`config.mk`:
```
export PLATFORM = sky130hd
export DESIGN_NAME = mem_arbiter_flat
export DESIGN_NICKNAME = d
export VERILOG_FILES = /design/src/rtl/mem_arb_pkg.sv /design/src/rtl/mem_arbiter_if.sv /design/src/rtl/mem_arb_watchdog.sv /design/src/rtl/mem_arbiter.sv /design/src/flat_wrapper.sv
export SDC_FILE = /design/constraint.sdc
export NUM_CORES = 1
export LEC_CHECK = 0
export BUFFER_PORTS_ARGS = -buffer_cell sky130_fd_sc_hd__buf_2
export CORE_AREA = 4 4 335 337
export DETAILED_ROUTE_END_ITERATION = 8
export DIE_AREA = 0 0 339 341
export MAX_ROUTING_LAYER = met4
export SYNTH_ARGS = -nofsm -noshare
export SYNTH_HDL_FRONTEND = slang
export SYNTH_HIERARCHICAL = 1
export SYNTH_SLANG_ARGS = --single-unit
```
`constraint.sdc`:
```
create_clock -name clk -period 2.4 [get_ports clk]
set_clock_uncertainty 0.2 [all_clocks]
set_input_delay 0.12 -clock clk [delete_from_list [all_inputs] [get_ports clk]]
set_output_delay 0.12 -clock clk [all_outputs]
set_load 0.03 [all_outputs]
```
`src/rtl/mem_arb_pkg.sv`:
```
// Shared constants for the two-port memory arbiter: grant encodings,
// default bus widths and the watchdog counter width.
package mem_arb_pkg;

   localparam int ADDR_W_DEF  = 28;
   localparam int BLOCK_W_DEF = 128;
   localparam int WDOG_W      = 8;

   localparam logic [1:0] ST_IDLE  = 2'b00;
   localparam logic [1:0] ST_GNT_I = 2'b01;
   localparam logic [1:0] ST_GNT_D = 2'b10;

   typedef logic [WDOG_W-1:0] wdog_cnt_t;

endpackage

```
`src/rtl/mem_arbiter_if.sv`:
```
// Block-transfer handshake (req/wr/addr/data out, rdy/q back) shared by
// the cache controllers and the memory port.
interface mem_arbiter_if
   import mem_arb_pkg::*;
#(
   parameter int ADDR_W  = ADDR_W_DEF,
   parameter int BLOCK_W = BLOCK_W_DEF
) ();

   logic               req;
   logic               wr;
   logic [ADDR_W-1:0]  a;
   logic [BLOCK_W-1:0] d;
   logic               rdy;
   logic [BLOCK_W-1:0] q;

   modport master (output req, output wr, output a, output d, input rdy, input q);
   modport slave  (input req, input wr, input a, input d, output rdy, output q);

endinterface

```
`src/rtl/mem_arb_watchdog.sv`:
```
// Per-transaction watchdog: saturating up-counter that flags the last
// permitted cycle of a grant still waiting for memory.
module mem_arb_watchdog
   import mem_arb_pkg::*;
#(
   parameter int LIMIT = 255
) (
   input  logic clk,
   input  logic rst,
   input  logic i_clr,
   input  logic i_en,
   output logic o_expire
);

   localparam wdog_cnt_t LP_LAST = WDOG_W'(LIMIT - 1);

   wdog_cnt_t r_cnt;

   always_ff @(posedge clk) begin
      if (rst || i_clr) begin
         r_cnt <= '0;
      end else if (i_en && (r_cnt != '1)) begin
         r_cnt <= r_cnt + 1'b1;
      end
   end

   // Counter holds (cycles already waited); expiry fires in cycle LIMIT of the grant.
   assign o_expire = i_en && (r_cnt == LP_LAST);

endmodule

```
`src/rtl/mem_arbiter.sv`:
```
// Round-robin arbiter sharing one memory port between I- and D-cache
// controllers, holding each grant until Rdy from memory or watchdog expiry.
//
// state    | meaning
// ---------+--------------------------------------------------------
// ST_IDLE  | no grant; memory outputs zero; choose next requester
// ST_GNT_I | I-cache owns the memory port until Rdy or timeout
// ST_GNT_D | D-cache owns the memory port until Rdy or timeout
module mem_arbiter
   import mem_arb_pkg::*;
#(
   parameter int ADDR_W  = ADDR_W_DEF,
   parameter int BLOCK_W = BLOCK_W_DEF,
   parameter int TIMEOUT = 255
) (
   input  logic           clk,
   input  logic           rst,
   mem_arbiter_if.slave   if_icache,
   mem_arbiter_if.slave   if_dcache,
   mem_arbiter_if.master  if_mem,
   output logic           Err
);

   logic [1:0]         r_state;
   logic [1:0]         w_state_nxt;
   logic               r_last;
   logic               w_last_nxt;
   logic               r_err;
   logic               w_set_err;
   logic               w_granted;
   logic               w_expire;
   logic               w_req_mem;
   logic               w_wr_mem;
   logic [ADDR_W-1:0]  w_a_mem;
   logic [BLOCK_W-1:0] w_d_mem;

   assign w_granted = (r_state == ST_GNT_I) || (r_state == ST_GNT_D);

   mem_arb_watchdog #(
      .LIMIT (TIMEOUT)
   ) u_watchdog (
      .clk      (clk),
      .rst      (rst),
      .i_clr    (!w_granted),
      .i_en     (w_granted && !if_mem.rdy),
      .o_expire (w_expire)
   );

   always_comb begin
      w_state_nxt = r_state;
      w_last_nxt  = r_last;
      w_set_err   = 1'b0;
      case (r_state)
         ST_IDLE: begin
            // r_last = 1 means D was served last, so a tie goes to I.
            if (if_icache.req && if_dcache.req) begin
               w_state_nxt = r_last ? ST_GNT_I : ST_GNT_D;
            end else if (if_icache.req) begin
               w_state_nxt = ST_GNT_I;
            end else if (if_dcache.req) begin
               w_state_nxt = ST_GNT_D;
            end
         end
         ST_GNT_I, ST_GNT_D: begin
            if (if_mem.rdy || w_expire) begin
               w_state_nxt = ST_IDLE;
               w_last_nxt  = (r_state == ST_GNT_D);
               w_set_err   = !if_mem.rdy;
            end
         end
         default: begin
            w_state_nxt = ST_IDLE;
         end
      endcase
   end

   always_ff @(posedge clk) begin
      if (rst) begin
         r_state <= ST_IDLE;
         r_last  <= 1'b1;
         r_err   <= 1'b0;
      end else begin
         r_state <= w_state_nxt;
         r_last  <= w_last_nxt;
         if (w_set_err) begin
            r_err <= 1'b1;
         end
      end
   end

   always_comb begin
      w_req_mem = 1'b0;
      w_wr_mem  = 1'b0;
      w_a_mem   = '0;
      w_d_mem   = '0;
      case (r_state)
         ST_GNT_I: begin
            w_req_mem = 1'b1;
            w_wr_mem  = if_icache.wr;
            w_a_mem   = if_icache.a;
            w_d_mem   = if_icache.d;
         end
         ST_GNT_D: begin
            w_req_mem = 1'b1;
            w_wr_mem  = if_dcache.wr;
            w_a_mem   = if_dcache.a;
            w_d_mem   = if_dcache.d;
         end
         default: begin
            w_req_mem = 1'b0;
         end
      endcase
   end

   assign if_mem.req = w_req_mem;
   assign if_mem.wr  = w_wr_mem;
   assign if_mem.a   = w_a_mem;
   assign if_mem.d   = w_d_mem;

   // A grant being torn down by reset must not report completion.
   assign if_icache.rdy = (r_state == ST_GNT_I) && if_mem.rdy && !rst;
   assign if_dcache.rdy = (r_state == ST_GNT_D) && if_mem.rdy && !rst;

   assign if_icache.q = if_mem.q;
   assign if_dcache.q = if_mem.q;

   assign Err = r_err;

endmodule

```
`src/flat_wrapper.sv`:
```
// flat-port wrapper written by rule: the top's interface ports become plain ports
module mem_arbiter_flat import mem_arb_pkg::*;
#(
   parameter int ADDR_W  = ADDR_W_DEF,
   parameter int BLOCK_W = BLOCK_W_DEF,
   parameter int TIMEOUT = 255
)
  (clk, rst, Err, if_icache_req, if_icache_wr, if_icache_a, if_icache_d, if_icache_rdy, if_icache_q, if_dcache_req, if_dcache_wr, if_dcache_a, if_dcache_d, if_dcache_rdy, if_dcache_q, if_mem_req, if_mem_wr, if_mem_a, if_mem_d, if_mem_rdy, if_mem_q);
  mem_arbiter_if #(.ADDR_W(ADDR_W), .BLOCK_W(BLOCK_W)) if_icache_i ();
  mem_arbiter_if #(.ADDR_W(ADDR_W), .BLOCK_W(BLOCK_W)) if_dcache_i ();
  mem_arbiter_if #(.ADDR_W(ADDR_W), .BLOCK_W(BLOCK_W)) if_mem_i ();
  input  logic clk;
  input  logic rst;
  output logic Err;
  input wire logic [$bits(if_icache_i.req)-1:0] if_icache_req;
  input wire logic [$bits(if_icache_i.wr)-1:0] if_icache_wr;
  input wire logic [$bits(if_icache_i.a)-1:0] if_icache_a;
  input wire logic [$bits(if_icache_i.d)-1:0] if_icache_d;
  output wire logic [$bits(if_icache_i.rdy)-1:0] if_icache_rdy;
  output wire logic [$bits(if_icache_i.q)-1:0] if_icache_q;
  input wire logic [$bits(if_dcache_i.req)-1:0] if_dcache_req;
  input wire logic [$bits(if_dcache_i.wr)-1:0] if_dcache_wr;
  input wire logic [$bits(if_dcache_i.a)-1:0] if_dcache_a;
  input wire logic [$bits(if_dcache_i.d)-1:0] if_dcache_d;
  output wire logic [$bits(if_dcache_i.rdy)-1:0] if_dcache_rdy;
  output wire logic [$bits(if_dcache_i.q)-1:0] if_dcache_q;
  output wire logic [$bits(if_mem_i.req)-1:0] if_mem_req;
  output wire logic [$bits(if_mem_i.wr)-1:0] if_mem_wr;
  output wire logic [$bits(if_mem_i.a)-1:0] if_mem_a;
  output wire logic [$bits(if_mem_i.d)-1:0] if_mem_d;
  input wire logic [$bits(if_mem_i.rdy)-1:0] if_mem_rdy;
  input wire logic [$bits(if_mem_i.q)-1:0] if_mem_q;
  assign if_icache_i.req = if_icache_req;
  assign if_icache_i.wr = if_icache_wr;
  assign if_icache_i.a = if_icache_a;
  assign if_icache_i.d = if_icache_d;
  assign if_icache_rdy = if_icache_i.rdy;
  assign if_icache_q = if_icache_i.q;
  assign if_dcache_i.req = if_dcache_req;
  assign if_dcache_i.wr = if_dcache_wr;
  assign if_dcache_i.a = if_dcache_a;
  assign if_dcache_i.d = if_dcache_d;
  assign if_dcache_rdy = if_dcache_i.rdy;
  assign if_dcache_q = if_dcache_i.q;
  assign if_mem_req = if_mem_i.req;
  assign if_mem_wr = if_mem_i.wr;
  assign if_mem_a = if_mem_i.a;
  assign if_mem_d = if_mem_i.d;
  assign if_mem_i.rdy = if_mem_rdy;
  assign if_mem_i.q = if_mem_q;
  mem_arbiter #(.ADDR_W(ADDR_W), .BLOCK_W(BLOCK_W), .TIMEOUT(TIMEOUT)) u_core (.clk(clk), .rst(rst), .if_icache(if_icache_i), .if_dcache(if_dcache_i), .if_mem(if_mem_i), .Err(Err));
endmodule
```
* After elaboration in Yosys (flattened, before gate mapping)
Cells that the tools add are included.
** Storage, ports and cells
- Register bits after elaboration :: 12
- Bits of input ports :: 447
- Output and inout port bits :: 417
** Cells by class
- Add/sub/neg operators :: 1
- Equality and inequality tests :: 6
- Reduce and logical (&&, ||, !) cells :: 18
- Mux-type cells :: 12
** Operators with widths (number)
- 128-bit one-hot mux with 2 select lines :: 1
- 28-bit one-hot mux with 2 select lines :: 1
- 2-bit 2-to-1 mux :: 5
- 8-bit by 1-bit adder with 8-bit output, second input constant :: 1
- 8-bit == test, second input constant :: 1
- 1-bit logical AND :: 8
- 8-bit inequality test, second input constant :: 1
- 4-bit by 3-bit inequality test with 1-bit output, second input constant :: 1
- 2-bit one-hot mux with 2 select lines :: 1
- 2-bit AND reduction :: 2
- 1-bit zero test :: 3
- 1-bit logical OR :: 3
- 1-bit 2-to-1 mux :: 3
- 2-bit by 1-bit == test with 1-bit output, second input constant :: 1
- 2-bit == test, second input constant :: 1
- 2-bit zero test :: 1
- 2-bit by 1-bit inequality test with 1-bit output, second input constant :: 1
- 1-bit one-hot mux with 2 select lines :: 1
- 2-bit OR reduction :: 1

* Longest topological paths before layout
Gate-level depths: netlist (run 1).
- Depth after elaboration :: 7
- Gate-level depth with buffers :: 8
- Mapped depth without buffers :: 8

* Cells and area by module
Netlist (run 1), hierarchy kept.
** By module, submodules not included
- mem_arbiter :: cells an instance 653, times used 1, area each 4232.8 µm², sequential area each 80.1 µm²
- mem_arb_watchdog :: cells an instance 51, times used 1, area each 459.2 µm², sequential area each 160.2 µm²

* Worst setup path before layout (run 1)
Ideal clock, no wire load.
- Path kind :: register -> register
- Start :: register u_core.r_state[1]
- End :: register u_core.r_state[1]
- Setup slack :: -19 ps
- Arrival :: 2153 ps
- Stages on the path, launching flop included :: 9
- Data required time :: 2134 ps
- Cell sequence :: dfxtp_1 > inv_1 > ha_1 > and2b_2 > nand2_1 > nor3_1 > nor3b_4 > a2111o_1 > a21oi_2
** Between the ends
- Cells in the longest elaborated chain, start to end :: 7
- Elaborated cells between the ends (all ways) :: 12
** RTL lines
- start, declared :: line mem_arbiter.sv:24 : logic [1:0] r_state;
- start signal, assigned :: line mem_arbiter.sv:83 : r_state <= w_state_nxt;
- 2-bit by 1-bit == test with 1-bit output or 2-bit == test (tied branches) :: line mem_arbiter.sv:37 : assign w_granted = (r_state == ST_GNT_I) || (r_state == ST_GNT_D);
- 1-bit logical OR (*) :: line mem_arbiter.sv:37
- 1-bit logical AND (*) :: line mem_arbiter.sv:45 : .i_en (w_granted && !if_mem.rdy),
- 1-bit logical AND (*) :: line mem_arb_watchdog.sv:28 : assign o_expire = i_en && (r_cnt == LP_LAST);
- named net u_core.w_expire :: line mem_arbiter.sv:31 : logic w_expire;
- 1-bit logical OR (*) :: line mem_arbiter.sv:65 : if (if_mem.rdy || w_expire) begin
- 2-bit by 1-bit inequality test with 1-bit output (no source line) (*)
- 2-bit AND reduction (no source line) (*)
Mark *: on every way through the listed nets, which the timed path passes. The rest lies on a longest branch.
A chain may end at the register's enable or synchronous reset.

* Worst setup path after layout (run 1)
- Start :: register u_core.r_state[0]
- End :: output port if_mem_d[11]
** Between the ends
- Cells in the longest elaborated chain, start to end :: 2
- Elaborated cells between the ends (all ways) :: 3
** RTL lines
- 2-bit == test or 2-bit by 1-bit == test with 1-bit output (tied branches) :: line mem_arbiter.sv:96 : case (r_state)
- 128-bit one-hot mux with 2 select lines (*) :: line mem_arbiter.sv:96
- end, declared :: line flat_wrapper.sv:30 : output wire logic [$bits(if_mem_i.d)-1:0] if_mem_d;
Every way passes the cells marked *; elsewhere a longest branch is shown, timed or not.

==> results.json, run 1 <==
{
  "status": "complete, but fails checks",
  "violations": "setup timing",
  "grt_usage_pct": 11.2,
  "setup_viol_count_final": 1,
  "holdWs_ns": 0.0401,
  "core_area_um2": 109000,
  "crit_arrival_ns": 2.15,
  "synthToLayoutAreaGrowth_pct": 63.6,
  "rr_startpoint": "u_core/r_state[1]",
  "drtIter0Drc": 284,
  "synth_top_family_by_area": "buffers and inverters",
  "synth.distinct_cells": 36,
  "r2r_slack_ns": 0.21,
  "ir_worst_vdd_mv": 0.169,
  "maxCapViolCount": 0,
  "wl_per_cell_um": 28.7,
  "final_area_um2": 7680,
  "crit_start": "u_core/r_state[0]",
  "synth_cells": 704,
  "power.density_nw_per_um2": 354,
  "synth_top_area_cell": "buf_4",
  "fin_ws_ns": -0.0718,
  "synth_top_area_share_pct": 41.3,
  "timing.rr.end": "u_core/r_state[1]",
  "cp-end-kind": "output pin",
  "gr-total-overflow": 0,
  "async_flop_share_pct": 0,
  "fin_crit_ns": 2.47,
  "path_class": "reg2out",
  "finalMaxSlewViolations": 0,
  "fp.dieH_um": 341,
  "hp-class": "in2out",
  "cts_sinks": 12,
  "p_switching_mw": 1.56,
  "hold_viol": 0,
  "synth_area_um2": 4690,
  "ys_ff_latch": 12,
  "mostFrequentLayoutCells": "474 x buf_2, 158 x nor2_1, 109 x a22oi_1",
  "grt_pass1_wl_mm": 79.3,
  "place_ws_ns": -0.234,
  "grt_max_degree": 38,
  "synth_xor_area_share_pct": 0,
  "power.static_leakage_nw": 3.15,
  "grt_pass1_vias": 6162,
  "placed_area_um2": 7240,
  "final_util_pct": 7.05,
  "synth_fp_nets": 1157,
  "seqPwrFrac_pct": 7.8,
  "power_frac_clock_pct": 11.1,
  "comb_power_share_pct": 81.1,
  "worstSkewPairLatency_ns": 0.24,
  "numCtsBuffers": 3,
  "cts_root_buf": "clkbuf_16",
  "mostFrequentLayoutCell": "buf_2",
  "fillers": 12800,
  "drc": 0,
  "rsz0062_at_grt": "true",
  "viasPerCell": 2.60,
  "synth_edf_count": 0,
  "place_hpwl_mm": 61.8,
  "place.gp.congestion": 0.939,
  "synth_warnings": 6,
  "synth.area.mux_share_pct": 0.853,
  "required_ns": 2.08,
  "tightest_slew_ns": 0.775,
  "synth-compound-area-share_pct": 28.2,
  "internal_power_mw": 1.15,
  "ys.flop_type": "dfxtp_1",
  "finalSetupTns_ns": -0.0718,
  "ys_seq_area_share_pct": 5.12,
  "start_util_pct": 4.31,
  "slew_headroom_pct": 48.4,
  "drt_wl_total_mm": 66.9,
  "num_vias": 6076,
  "drive_above_1_share_pct": 63.8,
  "antenna_found_initial": 4,
  "path_max_fanout": 27,
  "swShare_pct": 57.5,
  "startpoint_type": "flip-flop",
  "cts_buffer_depth": 2,
  "postRouteAntennaNets": 0,
  "worstSetupEndpoint": "if_mem_d[11]",
  "cts_tree": "built",
  "synth_area_leaders": "buf_4 41%, a22oi_1 25%, nor2_1 13%",
  "synth-simple-area-share_pct": 17.0,
  "syn_area_per_cell_um2": 6.66,
  "die_w_um": 339,
  "clkSlewWorstSetupHoldPaths_ns": 0.04,
  "synthAdderAreaFrac_pct": 1.60,
  "period_share_pct": 103,
  "io_buffer_count": 479,
  "htree_num_levels": 1,
  "firstDrtPassIters": 4,
  "final_nets": 1373,
  "ios": 864,
  "r2r_cells": 9,
  "rows": 121,
  "die_area_um2": 116000,
  "fmax_mhz": 405
}
==> kinds of logic (layout without fill, tap and decap cells) <==
| family | count (synthesis) | after routing |
|---|---|---|
| flip-flops | 12 | 12 |
| AND/OR/NAND/NOR | 188 | 188 |
| multiplexers | 4 | 4 |
| buffers and inverters | 318 | 532 |
| adder cells (fa/ha/maj) | 6 | 6 |
| AO/OA/AOI/OAI | 176 | 176 |
| other | 0 | 2 |
==> power groups by stage <==
stage | clock network, mW | logic (mW) | registers [mW]
6_report | 0.302 | 2.20 | 0.211
5_1_grt | 0.314 | 2.38 | 0.211
4_1_cts | 0.307 | 2.29 | 0.210
3_5_place_dp | 0 | 2.14 | 0.213
3_3_place_gp | 0 | 2.13 | 0.213
2_1_floorplan | 0 | 1.65 | 0.213
==> what timing repair did <==
item,in CTS,in global routing
hold endpoints to repair,3,0
pin swaps,1,4
gates cloned,2,0
resized for setup,43,22
buffers inserted,1,0
hold buffers,2,0
endpoints found under the setup margin,92,34
==> cell type report <==
type	count	area, um2	area share (%)
flip-flops and latches	12	240	3.13
repair inverters	2	17.5	0.228
clock buffers	3	75.1	0.978
diodes	2	5.00	0.0652
inverters	9	60.1	0.782
well taps	1414	1770	23.0
multi-input cells	374	2530	33.0
repair buffers	518	2980	38.8
==> worst max-delay path, cell delays in order (launching register included) <==
cell	delay (ns)
dfxtp_1	0.31
buf_4	0.14
ha_4	0.17
buf_12	0.16
buf_4	0.19
a22oi_1	0.61
nor2_1	0.08
buf_2	0.21
==> synthesized netlist by cell type, drive strengths merged (2+ instances only) <==
library cell / number
and4: 2
nor3: 2
nand2: 6
mux2i: 4
buf: 300
nand2b: 2
dfxtp: 12
nor2: 160
o21ai: 5
nand3: 4
nand4: 2
a22oi: 157
ha: 6
clkbuf: 9
a31oi: 2
inv: 9
nor3b: 2
a211oi: 4
a21oi: 5
and3b: 2
or3: 2
==> registers in the layout, summed over array words and instances (netlist names) <==
name,cells
u_core/Err,1
u_core/r_last,1
u_core/r_state,2
u_core/u_watchdog/r_cnt,8
==> metrics by stage <==
stage | power [mW] | cells
2_1_floorplan | 1.86 | 704
3_3_place_gp | 2.34 | 2324
3_5_place_dp | 2.36 | 2324
4_1_cts | 2.81 | 2332
5_1_grt | 2.91 | 2333
6_report | 2.72 | 2334
==> metal layers <==
metal  up-vias  part of all wire [%]  GRT usage [%]
met5         -                     0              -
met4         0                   1.4           1.37
met3        43                    16           7.54
met2       676                    44           17.4
met1      2746                    38           12.2
li1       2611                     -              -
==> worst min-delay path by stage <==
stage                  start                 to  cells after the start
2_1_floorplan            rst  u_core/r_state[1]                      1
3_3_place_gp    if_mem_q[32]    if_dcache_q[32]                      0
3_5_place_dp    if_mem_q[32]    if_dcache_q[32]                      0
4_1_cts        if_dcache_req  u_core/r_state[0]                      4
5_1_grt        if_mem_q[122]   if_icache_q[122]                      0
6_report       if_mem_q[102]   if_icache_q[102]                      0
No activity file was read; power rests on OpenSTA's default activity.
==> inputs of run 2 (changes only) <==
--- a/config.mk
+++ b/config.mk
@@ -10,6 +10,7 @@
 export DETAILED_ROUTE_END_ITERATION = 8
 export DIE_AREA = 0 0 339 341
 export MAX_ROUTING_LAYER = met4
+export SKIP_CTS_REPAIR_TIMING = 1
 export SYNTH_ARGS = -nofsm -noshare
 export SYNTH_HDL_FRONTEND = slang
 export SYNTH_HIERARCHICAL = 1
==> results.json, run 2 (synthesis gave the netlist of run 1 again) <==
{
  "period_share_pct": 103,
  "place_hpwl_mm": 61.8,
  "crit_path_frequent_cell": "buf_4",
  "core_area_um2": 109000,
  "swShare_pct": 57.6,
  "path_max_fanout": 25,
  "drtIter0Drc": 338,
  "gr-total-overflow": 0,
  "crit_start": "u_core/r_state[1]",
  "p_switching_mw": 1.52,
  "r2r_cells": 8,
  "p_total_mw": 2.63,
  "synthToLayoutAreaGrowth_pct": 61.5,
  "mostFrequentLayoutCells": "474 x buf_2, 159 x nor2_1, 113 x a22oi_1",
  "path_delay_family": "buffers and inverters",
  "largest_register_ffs": 8,
  "hold_viol": 0,
  "firstDrtPassIters": 4,
  "finalMaxSlewViolations": 0,
  "rr_startpoint": "u_core/r_state[0]",
  "cp-end-kind": "output pin",
  "min_from": "if_icache_req",
  "postRouteAntennaNets": 0,
  "place.gp.congestion": 0.939,
  "status": "complete, but fails checks",
  "drc": 0,
  "place_inst": 2324,
  "min_path_cells": 3,
  "grt_pass1_vias": 6056,
  "layout.area.seq_um2": 240,
  "fin_crit_ns": 2.47,
  "path_class": "reg2out",
  "fmax_mhz": 406,
  "drt_wl_total_mm": 65.9,
  "die_w_um": 339,
  "cts_tree": "built",
  "ir_worst_vdd_mv": 0.172,
  "fillers": 12800,
  "multi_input_area_um2": 2490,
  "required_ns": 2.08,
  "startpoint_type": "flip-flop",
  "grt_pass1_wl_mm": 77.8,
  "power_frac_clock_pct": 11.5,
  "start_util_pct": 4.31,
  "io_buffer_count": 479,
  "cpPeakStageDelay_ns": 0.50,
  "hp-class": "in2reg",
  "cts_sinks": 12,
  "crit_buf_inv": 4,
  "top_regs": "u_core/u_watchdog/r_cnt: 8 flops, u_core/r_state: 2 flops",
  "setup_viol_count_final": 5,
  "num_vias": 6019,
  "cts_buffer_depth": 2,
  "tightest_slew_ns": 0.783,
  "timing.rr.end": "u_core/r_state[1]",
  "cp_slowest_cell": "a22oi_2",
  "mostFrequentLayoutCell": "buf_2",
  "fp.dieH_um": 341,
  "viasPerCell": 2.58,
  "stdcell_count": 2334,
  "slew_headroom_pct": 47.8,
  "min_to": "u_core/r_state[0]",
  "maxCapViolCount": 0,
  "crit_arrival_ns": 2.15,
  "final_util_pct": 6.96,
  "grt_max_degree": 50,
  "fin_ws_ns": -0.0653,
  "die_area_um2": 116000,
  "htree_num_levels": 1,
  "clkSlewWorstSetupHoldPaths_ns": 0.04,
  "final_area_um2": 7580,
  "regMostFlops": "u_core/u_watchdog/r_cnt",
  "worstSkewPairLatency_ns": 0.24,
  "rsz0062_at_grt": "true",
  "comb_power_share_pct": 80.5,
  "r2r_slack_ns": 0.13,
  "cts_root_buf": "clkbuf_16",
  "power.density_nw_per_um2": 347,
  "grt_usage_pct": 11.0,
  "final_nets": 1369,
  "antenna_found_initial": 6,
  "violations": "setup timing",
  "crit_chain": "buf_4 -> ha_4 -> buf_12 -> buf_4 -> a22oi_2 -> nor2_2 -> buf_2",
  "drive_above_1_share_pct": 63.1,
  "numCtsBuffers": 3,
  "placed_area_um2": 7240,
  "ios": 864,
  "internal_power_mw": 1.11,
  "wl_per_cell_um": 28.2,
  "rows": 121,
  "seqPwrFrac_pct": 8.0,
  "power.static_leakage_nw": 3.10
}
## run 2: how the worst max path moves through the flow
| stage | end | slack (ns) | depth (start not counted) |
|---|---|---|---|
| 2_1_floorplan | u_core/r_state[1] | 0.09 | 8 |
| 3_3_place_gp | if_mem_d[36] | -0.27 | 7 |
| 3_5_place_dp | if_mem_d[36] | -0.23 | 7 |
| 4_1_cts | if_mem_d[36] | -0.50 | 7 |
| 5_1_grt | if_mem_d[36] | -0.10 | 7 |
| 6_report | if_mem_d[36] | -0.07 | 7 |
## run 2: layer usage
metal,GRT usage [%],vias up,wire [um]
li1,-,2606,-
met1,12.0,2707,25000
met2,16.8,663,28700
met3,7.58,43,11100
met4,1.42,0,1100
met5,-,-,0
## run 2: worst min-delay path: stages
cell and delay, ns:
buf_2 0.12, nand4b_1 0.09, a21oi_1 0.06
## run 2: layout make-up
cell class	count	area share, %
antenna	6	0.198
multi-input combinational	374	32.8
inverter	9	0.660
tap	1414	23.3
timing repair buffer	516	38.8
clock buffer	3	0.990
sequential	12	3.17
## run 2: stage by stage
stage	hold WS (ns)	TNS, ns	setup WS (ns)
finish	0.00524	-0.212	-0.0653
global route	0.0302	-0.328	-0.105
CTS	-0.0400	-7.90	-0.499
detailed placement	0.0403	-0.361	-0.234
global placement	0.0403	-0.326	-0.271
floorplan	-0.0176	0	0.0889
## run 2: power groups by stage
stage	logic (mW)	registers, mW	clock network [mW]
2_1_floorplan	1.65	0.213	0
3_3_place_gp	2.13	0.213	0
5_1_grt	2.30	0.211	0.314
3_5_place_dp	2.14	0.213	0
4_1_cts	2.15	0.210	0.307
6_report	2.12	0.210	0.302
